**config.mk**
```make
export PLATFORM = sky130hd
export DESIGN_NAME = keypad_scanner_flat
export DESIGN_NICKNAME = d
export VERILOG_FILES = /design/src/rtl/keypad_scanner_if.sv /design/src/rtl/keypad_scanner.sv /design/src/flat_wrapper.sv
export SDC_FILE = /design/constraint.sdc
export NUM_CORES = 1
export LEC_CHECK = 0
export ABC_AREA = 1
export CORE_UTILIZATION = 55
export DETAILED_ROUTE_END_ITERATION = 7
export PLACE_DENSITY = 0.83
export REMOVE_ABC_BUFFERS = 1
export SLEW_MARGIN = 40
export SYNTH_ARGS = -nofsm -noshare
export SYNTH_HDL_FRONTEND = slang
export SYNTH_SLANG_ARGS = --single-unit
```
**constraint.sdc**
```tcl
create_clock -name clk -period 2.4 [get_ports clk]
set_input_delay 0.24 -clock clk [delete_from_list [all_inputs] [get_ports clk]]
set_output_delay 0.24 -clock clk [all_outputs]
set_load 0.02 [all_outputs]
```
**src/rtl/keypad_scanner_if.sv**
```systemverilog
// rtl/keypad_scanner_if.sv - keypad matrix and key-event signals between scanner and its neighbours
interface keypad_scanner_if;
  logic [3:0] row;
  logic [3:0] col;
  logic [3:0] keypress;
  logic       rdy;
  logic       keyheld;

  modport master (
    input  row,
    output col,
    output keypress,
    output rdy,
    output keyheld
  );

  modport slave (
    output row,
    input  col,
    input  keypress,
    input  rdy,
    input  keyheld
  );
endinterface

```
**src/rtl/keypad_scanner.sv**
```systemverilog
// rtl/keypad_scanner.sv - 4x4 active-low keypad scanner with single-key debounce
module keypad_scanner #(
  parameter int SCAN_DIV     = 1000,
  parameter int DEBOUNCE_CNT = 20000
) (
  input  logic             clk,
  input  logic             resetN,
  keypad_scanner_if.master kp_if
);

  localparam int DW = $clog2(SCAN_DIV);
  localparam int CW = $clog2(DEBOUNCE_CNT);
  localparam logic [DW-1:0] DWELL_LAST = DW'(SCAN_DIV - 1);
  localparam logic [CW-1:0] CNT_LAST   = CW'(DEBOUNCE_CNT - 1);
  // Dwell-end sample is the first match, so PRESS accepts one count early.
  localparam logic [CW-1:0] CNT_ACCEPT = CW'(DEBOUNCE_CNT - 2);

  typedef enum logic [1:0] {
    ST_SCAN  = 2'd0,
    ST_PRESS = 2'd1,
    ST_HELD  = 2'd2
  } state_t;

  logic [3:0]    r_rs_meta;
  logic [3:0]    r_rs;
  state_t        r_state;
  logic [1:0]    r_cidx;
  logic [3:0]    r_col;
  logic [DW-1:0] r_dwell;
  logic [CW-1:0] r_cnt;
  logic [1:0]    r_cand_row;
  logic [3:0]    r_keypress;
  logic          r_rdy;
  logic          r_keyheld;

  state_t        w_state_nxt;
  logic [1:0]    w_cidx_nxt;
  logic [DW-1:0] w_dwell_nxt;
  logic [CW-1:0] w_cnt_nxt;
  logic [1:0]    w_cand_nxt;
  logic [3:0]    w_keypress_nxt;
  logic          w_rdy_nxt;
  logic          w_keyheld_nxt;
  logic          w_rs_one_low;
  logic [1:0]    w_rs_row;
  logic [3:0]    w_cand_pattern;

  function automatic logic [3:0] key_code(input logic [1:0] r, input logic [1:0] c);
    logic [3:0] code;
    case ({r, c})
      4'h0:    code = 4'd1;
      4'h1:    code = 4'd2;
      4'h2:    code = 4'd3;
      4'h3:    code = 4'd10;
      4'h4:    code = 4'd4;
      4'h5:    code = 4'd5;
      4'h6:    code = 4'd6;
      4'h7:    code = 4'd11;
      4'h8:    code = 4'd7;
      4'h9:    code = 4'd8;
      4'hA:    code = 4'd9;
      4'hB:    code = 4'd12;
      4'hC:    code = 4'd14;
      4'hD:    code = 4'd0;
      4'hE:    code = 4'd15;
      default: code = 4'd13;
    endcase
    return code;
  endfunction

  assign w_cand_pattern = ~(4'b0001 << r_cand_row);

  // Classify the synchronized rows: exactly one low line names a candidate row.
  always_comb begin
    w_rs_one_low = 1'b1;
    w_rs_row     = 2'd0;
    case (r_rs)
      4'b1110: w_rs_row = 2'd0;
      4'b1101: w_rs_row = 2'd1;
      4'b1011: w_rs_row = 2'd2;
      4'b0111: w_rs_row = 2'd3;
      default: w_rs_one_low = 1'b0;
    endcase
  end

  // Two-flop synchronizer for the asynchronous row inputs; idles at all-released.
  always_ff @(posedge clk or negedge resetN) begin
    if (!resetN) begin
      r_rs_meta <= 4'b1111;
      r_rs      <= 4'b1111;
    end else begin
      r_rs_meta <= kp_if.row;
      r_rs      <= r_rs_meta;
    end
  end

  // Scan / press-debounce / release-debounce next-state and output logic.
  always_comb begin
    w_state_nxt    = r_state;
    w_cidx_nxt     = r_cidx;
    w_dwell_nxt    = r_dwell;
    w_cnt_nxt      = r_cnt;
    w_cand_nxt     = r_cand_row;
    w_keypress_nxt = r_keypress;
    w_rdy_nxt      = 1'b0;
    w_keyheld_nxt  = r_keyheld;
    case (r_state)
      ST_SCAN: begin
        if (r_dwell == DWELL_LAST) begin
          w_dwell_nxt = '0;
          if (w_rs_one_low) begin
            w_cand_nxt  = w_rs_row;
            w_cnt_nxt   = '0;
            w_state_nxt = ST_PRESS;
          end else begin
            w_cidx_nxt = r_cidx + 2'd1;
          end
        end else begin
          w_dwell_nxt = r_dwell + DW'(1);
        end
      end
      ST_PRESS: begin
        if (r_rs == w_cand_pattern) begin
          if (r_cnt == CNT_ACCEPT) begin
            w_keypress_nxt = key_code(r_cand_row, r_cidx);
            w_rdy_nxt      = 1'b1;
            w_keyheld_nxt  = 1'b1;
            w_cnt_nxt      = '0;
            w_state_nxt    = ST_HELD;
          end else if (r_cnt != CNT_LAST) begin
            w_cnt_nxt = r_cnt + CW'(1);
          end
        end else begin
          w_cnt_nxt   = '0;
          w_cidx_nxt  = r_cidx + 2'd1;
          w_state_nxt = ST_SCAN;
        end
      end
      ST_HELD: begin
        // Only a full release counts; any low row (including a second key) restarts the wait.
        if (r_rs == 4'b1111) begin
          if (r_cnt == CNT_LAST) begin
            w_keyheld_nxt = 1'b0;
            w_cnt_nxt     = '0;
            w_cidx_nxt    = r_cidx + 2'd1;
            w_state_nxt   = ST_SCAN;
          end else begin
            w_cnt_nxt = r_cnt + CW'(1);
          end
        end else begin
          w_cnt_nxt = '0;
        end
      end
      default: begin
        w_state_nxt = ST_SCAN;
      end
    endcase
  end

  // State and output registers; col is decoded from the next index so it is a clean flop output.
  always_ff @(posedge clk or negedge resetN) begin
    if (!resetN) begin
      r_state    <= ST_SCAN;
      r_cidx     <= 2'd0;
      r_col      <= 4'b1110;
      r_dwell    <= '0;
      r_cnt      <= '0;
      r_cand_row <= 2'd0;
      r_keypress <= 4'h0;
      r_rdy      <= 1'b0;
      r_keyheld  <= 1'b0;
    end else begin
      r_state    <= w_state_nxt;
      r_cidx     <= w_cidx_nxt;
      r_col      <= ~(4'b0001 << w_cidx_nxt);
      r_dwell    <= w_dwell_nxt;
      r_cnt      <= w_cnt_nxt;
      r_cand_row <= w_cand_nxt;
      r_keypress <= w_keypress_nxt;
      r_rdy      <= w_rdy_nxt;
      r_keyheld  <= w_keyheld_nxt;
    end
  end

  assign kp_if.col      = r_col;
  assign kp_if.keypress = r_keypress;
  assign kp_if.rdy      = r_rdy;
  assign kp_if.keyheld  = r_keyheld;

endmodule

```
**src/flat_wrapper.sv**
```systemverilog
// flat-port wrapper written by rule: the top's interface ports become plain ports
module keypad_scanner_flat 
#(
  parameter int SCAN_DIV     = 1000,
  parameter int DEBOUNCE_CNT = 20000
)
  (clk, resetN, kp_if_row, kp_if_col, kp_if_keypress, kp_if_rdy, kp_if_keyheld);
  keypad_scanner_if kp_if_i ();
  input  logic clk;
  input  logic resetN;
  input wire logic [$bits(kp_if_i.row)-1:0] kp_if_row;
  output wire logic [$bits(kp_if_i.col)-1:0] kp_if_col;
  output wire logic [$bits(kp_if_i.keypress)-1:0] kp_if_keypress;
  output wire logic [$bits(kp_if_i.rdy)-1:0] kp_if_rdy;
  output wire logic [$bits(kp_if_i.keyheld)-1:0] kp_if_keyheld;
  assign kp_if_i.row = kp_if_row;
  assign kp_if_col = kp_if_i.col;
  assign kp_if_keypress = kp_if_i.keypress;
  assign kp_if_rdy = kp_if_i.rdy;
  assign kp_if_keyheld = kp_if_i.keyheld;
  keypad_scanner #(.SCAN_DIV(SCAN_DIV), .DEBOUNCE_CNT(DEBOUNCE_CNT)) u_core (.clk(clk), .resetN(resetN), .kp_if(kp_if_i));
endmodule
```
==> results by stage <==
Status:
- The flow ran to the end, and the final reports show no timing, DRC or antenna violations.

Route:
- The number of search-and-repair iterations in the first detailed-routing pass is 5.
- Using the TritonRoute via totals, the vias-per-cell ratio works out to 5.51.
- After detailed routing, the total wire length is 6180 um.
- For this block, the initial DRC count from the detailed router was 248.
- The final routed DRC violation total is 0.
- In this run the remaining antenna-violating nets after routing total 0.
- In the final routed layout, each cell accounts on average for 12.7 um.
- The vias after detailed routing is 2676.

GRT:
- The pin count of the biggest net entering global routing is 46.
- The initial antenna violation count was 0.
- The global-route wire length before repair is 10800 um.
- The global-route usage over all layers is 23.0%.
- The via count of the first global-routing pass is 2511.
- The overflow left after global routing is 0.

Worst setup path:
- The maximum fanout along the worst path is 11.
- Data on the critical path is required at its endpoint by 2.65 ns.
- STA puts the critical path data arrival time at 2.21 ns.
- The reg-to-reg endpoint is u_core.kp_if.keypress[2].
- The worst setup path is of the flop to flop kind.
- The endpoint class of the critical path is a flop.
- The startpoint identified for the worst register-to-register timing path is u_core.r_state[1].
- The kind of start point of the critical path is a flop.
- The number of cell instances on the worst register-to-register path is 6.
- The register-to-register setup slack is 0.44 ns.

CTS:
- The maximum root-to-sink buffer count is 2.
- The post-CTS repair timing setup buffer count is 0.
- The quantity of gates resized following cts is 0.
- Counting the buffers created by CTS gives 5.
- The tree is rooted in a sky130_fd_sc_hd__clkbuf_8.
- After clock tree synthesis, the flow added hold-fix buffers numbering 1.
- The H-tree depth is 2.
- The later pin in the worst-skew pair is clocked with a latency of 0.31 ns.
- TritonCTS built the clock tree.
- The clock drives 49 sinks.
- After clock tree synthesis, the clock-pin slew on the worst setup and hold paths is 0.10 ns.

Cells and area:
- The finished cells cover 3370 um2.
- The number of nets in the layout is 432.
- The finished layout holds 486 standard cells, fillers aside.
- Compared with the post-synthesis result, the final layout area differs by 10.5%.
- Cells with a size suffix above 1 make up 14.9% of the layout.
- The repair_antennas step left the layout with diodes totalling 0.
- The final-layout fill cell count is 441.

Synth:
- The cell with the most instances after synthesis is sky130_fd_sc_hd__nand2_1.
- For this run, the leading register cell type out of synthesis is sky130_fd_sc_hd__dfrtp_1.
- By count the netlist is led by 91 x sky130_fd_sc_hd__nand2_1, 50 x sky130_fd_sc_hd__inv_1, 38 x sky130_fd_sc_hd__dfrtp_1, 38 x sky130_fd_sc_hd__nand3_1, 34 x sky130_fd_sc_hd__nor2_1.
- The count of cell types in the netlist is 36.
- The async set or reset register ratio after synthesis is 100%.
- The library cell with the largest summed area after synthesis is sky130_fd_sc_hd__dfrtp_1.
- Synthesis handed over a netlist of 396 instances.
- Averaged over all synthesized cells, the footprint is 7.70 um2.
- For this run, the number of Yosys warnings is 0.
- After synthesis, flip-flops and latches occupy 40.6% of the total area.
- Counting flops with a built-in enable in the synthesized netlist gives 0.
- The cell area after synthesis is 3050 um2.
- By area the synthesized netlist is led by sky130_fd_sc_hd__dfrtp_1 31%, sky130_fd_sc_hd__nand2_1 11%, sky130_fd_sc_hd__dfstp_2 9.5%, sky130_fd_sc_hd__nand3_1 6.2%, sky130_fd_sc_hd__inv_1 6.2%.
- The share of synthesized area in the top cell type comes to 31.2%.
- The flip-flop and latch count after synthesis is 49.

Placed design:
- The HPWL after detailed placement is 4520 um.
- The count of buffers inserted at the top-level ports is 15.
- The placer's final routability congestion estimate is 0.919.
- The placed instances occupy a cell area of 3260 um2.
- The cell count after placement is 477.

Min path:
- The launch point of the worst hold path is kp_if_row[2].
- The type of the most critical hold path is input port to flop.
- The worst-case hold path end point is u_core.r_rs_meta[2].
- The worst hold path cell count is 1.

Die:
- The core region is 5240 um2.
- The die covers 5850 um2.
- The width of the chip is 76.5 um.
- The starting density of the core is 58.2%.
- 16 I/O pins were placed.
- The number of cell rows is 26.
- The vertical die dimension is 76.5 um.

Timing:
- The slew at the pin with the worst max-slew slack is 0.540 ns.
- The number of max-slew violations in the final report is 0.
- The maximum frequency from static timing analysis is 0.509 GHz.
- The number of hold violations in the final report is 0.
- Across all hold checks on the routed design, the worst slack comes to 0.318 ns.
- Setup repair after global routing left no endpoint under its margin.
- The number of setup violations in the final report is 0.
- The worst clock skew on the final layout is 0.0109 ns.
- The total negative slack is 0 ns.
- The worst pin sits at a relative slew slack of 64.0%.
- Of the available clock period, the critical path in the final layout requires 81.8%.
- The clock period minus final worst setup slack is 1.96 ns.

Pwr:
- Cell internal power was estimated by the tool at 1070 uW.
- The switching portion of total power is 24.7%.
- The clock share of power is 37.5%.
- The sum of internal, switching and leakage power is 1420 uW.
- The relative contribution of sequential cells to total power is 59.1%.
- The worst-case IR drop observed on VDD is 0.000361 V.
- The cell leakage power is 0.00163 uW.
- Of the total power, combinational logic draws 3.4%.
- The analysis attributes to net switching a power of 352 uW.
- The cell area power density is 422 nW/um2.

Run:
- The number of maximum-capacitance constraint violations is 0.
worst max path at each step:
stage                      start  cells after the start  slack [ns]                        to
6_report       u_core.r_state[1]                      6        0.44  u_core.kp_if.keypress[2]
5_1_grt          u_core.r_cnt[1]                     10        0.19           u_core.r_cnt[8]
4_1_cts        u_core.r_state[1]                      6        0.42  u_core.kp_if.keypress[2]
3_5_place_dp   u_core.r_state[1]                      6        0.44  u_core.kp_if.keypress[2]
3_3_place_gp   u_core.r_state[1]                      6        0.45  u_core.kp_if.keypress[1]
2_1_floorplan  u_core.r_state[0]                      9        0.51         u_core.r_dwell[9]
registers in the layout (all words and copies together), names as in the netlist:
register               flops
u_core.kp_if.keypress      4
u_core.r_rs                4
u_core.kp_if.col           4
u_core.r_state             2
u_core.kp_if.keyheld       1
u_core.r_cand_row          2
u_core.r_cidx              2
u_core.kp_if.rdy           1
u_core.r_rs_meta           4
u_core.r_cnt              15
u_core.r_dwell            10
worst max-delay path, stage by stage (launching register included):
cell	delay, ns
sky130_fd_sc_hd__dfrtp_1	0.43
sky130_fd_sc_hd__inv_1	0.10
sky130_fd_sc_hd__ha_1	0.44
sky130_fd_sc_hd__nand3_1	0.24
sky130_fd_sc_hd__nor2_1	0.47
sky130_fd_sc_hd__nor2_1	0.08
sky130_fd_sc_hd__a21oi_1	0.14
stage by stage:
| stage | utilization (%) | setup slack [ns] |
|---|---|---|
| after CTS | 64.3 | 0.416 |
| final | 64.3 | 0.437 |
| after global routing | 64.3 | 0.194 |
| after floorplan | - | 0.507 |
| after global placement | 62.2 | 0.453 |
| after detailed placement | 62.3 | 0.436 |
layout by cell type, fill, tap and decap left out, drive strengths merged:
| cell | n |
|---|---|
| a31oi | 4 |
| dfstp | 11 |
| a21oi | 14 |
| nor3b | 3 |
| inv | 58 |
| o21bai | 1 |
| dfrtp | 38 |
| ha | 11 |
| nand2 | 101 |
| clkbuf | 5 |
| nor3 | 8 |
| nor2 | 42 |
| clkdlybuf4s50 | 14 |
| buf | 5 |
| nand3 | 42 |
| o21ai | 27 |
| xnor2 | 1 |
| dlygate4sd3 | 1 |
| xor2 | 5 |
| clkinv | 2 |
| o22ai | 2 |
| nand4 | 20 |
| a211oi | 1 |
layout make-up:
type,count,area [um2],share of cell area [%]
multi-input cells,282,1530,45.5
well taps,70,87.6,2.60
inverters,57,223,6.61
flip-flops and latches,49,1240,36.8
repair buffers,20,188,5.57
clock inverters,3,28.8,0.854
clock buffers,5,68.8,2.04
power by group through the flow:
| stage | sequential (uW) | combinational, uW | clock (uW) |
|---|---|---|---|
| floorplan | 857 | 17.0 | 0 |
| global placement | 857 | 46.4 | 0 |
| detailed placement | 857 | 48.3 | 0 |
| CTS | 842 | 49.8 | 546 |
| global route | 843 | 55.1 | 581 |
| finish | 842 | 48.5 | 533 |
cell families (layout without fill, tap and decap cells):
| family | count (synthesis) | count (layout) | synth area share, % |
|---|---|---|---|
| AND/OR/NAND/NOR | 216 | 216 | 34.4 |
| buffers and inverters | 65 | 85 | 9.06 |
| flip-flops | 49 | 49 | 40.6 |
| adder cells (fa/ha/maj) | 11 | 11 | 4.51 |
| XOR/XNOR | 6 | 6 | 1.72 |
| AO/OA/AOI/OAI | 49 | 49 | 9.68 |
routing by layer:
metal	vias up	GRT usage, %	routed length (um)
met1	1250	30.6	2900
met5	-	0	0
li1	1330	-	-
met3	15	4.31	291
met2	81	36.5	2870
met4	0	10.2	125
Note: power is estimated with default switching activity, not from simulation.
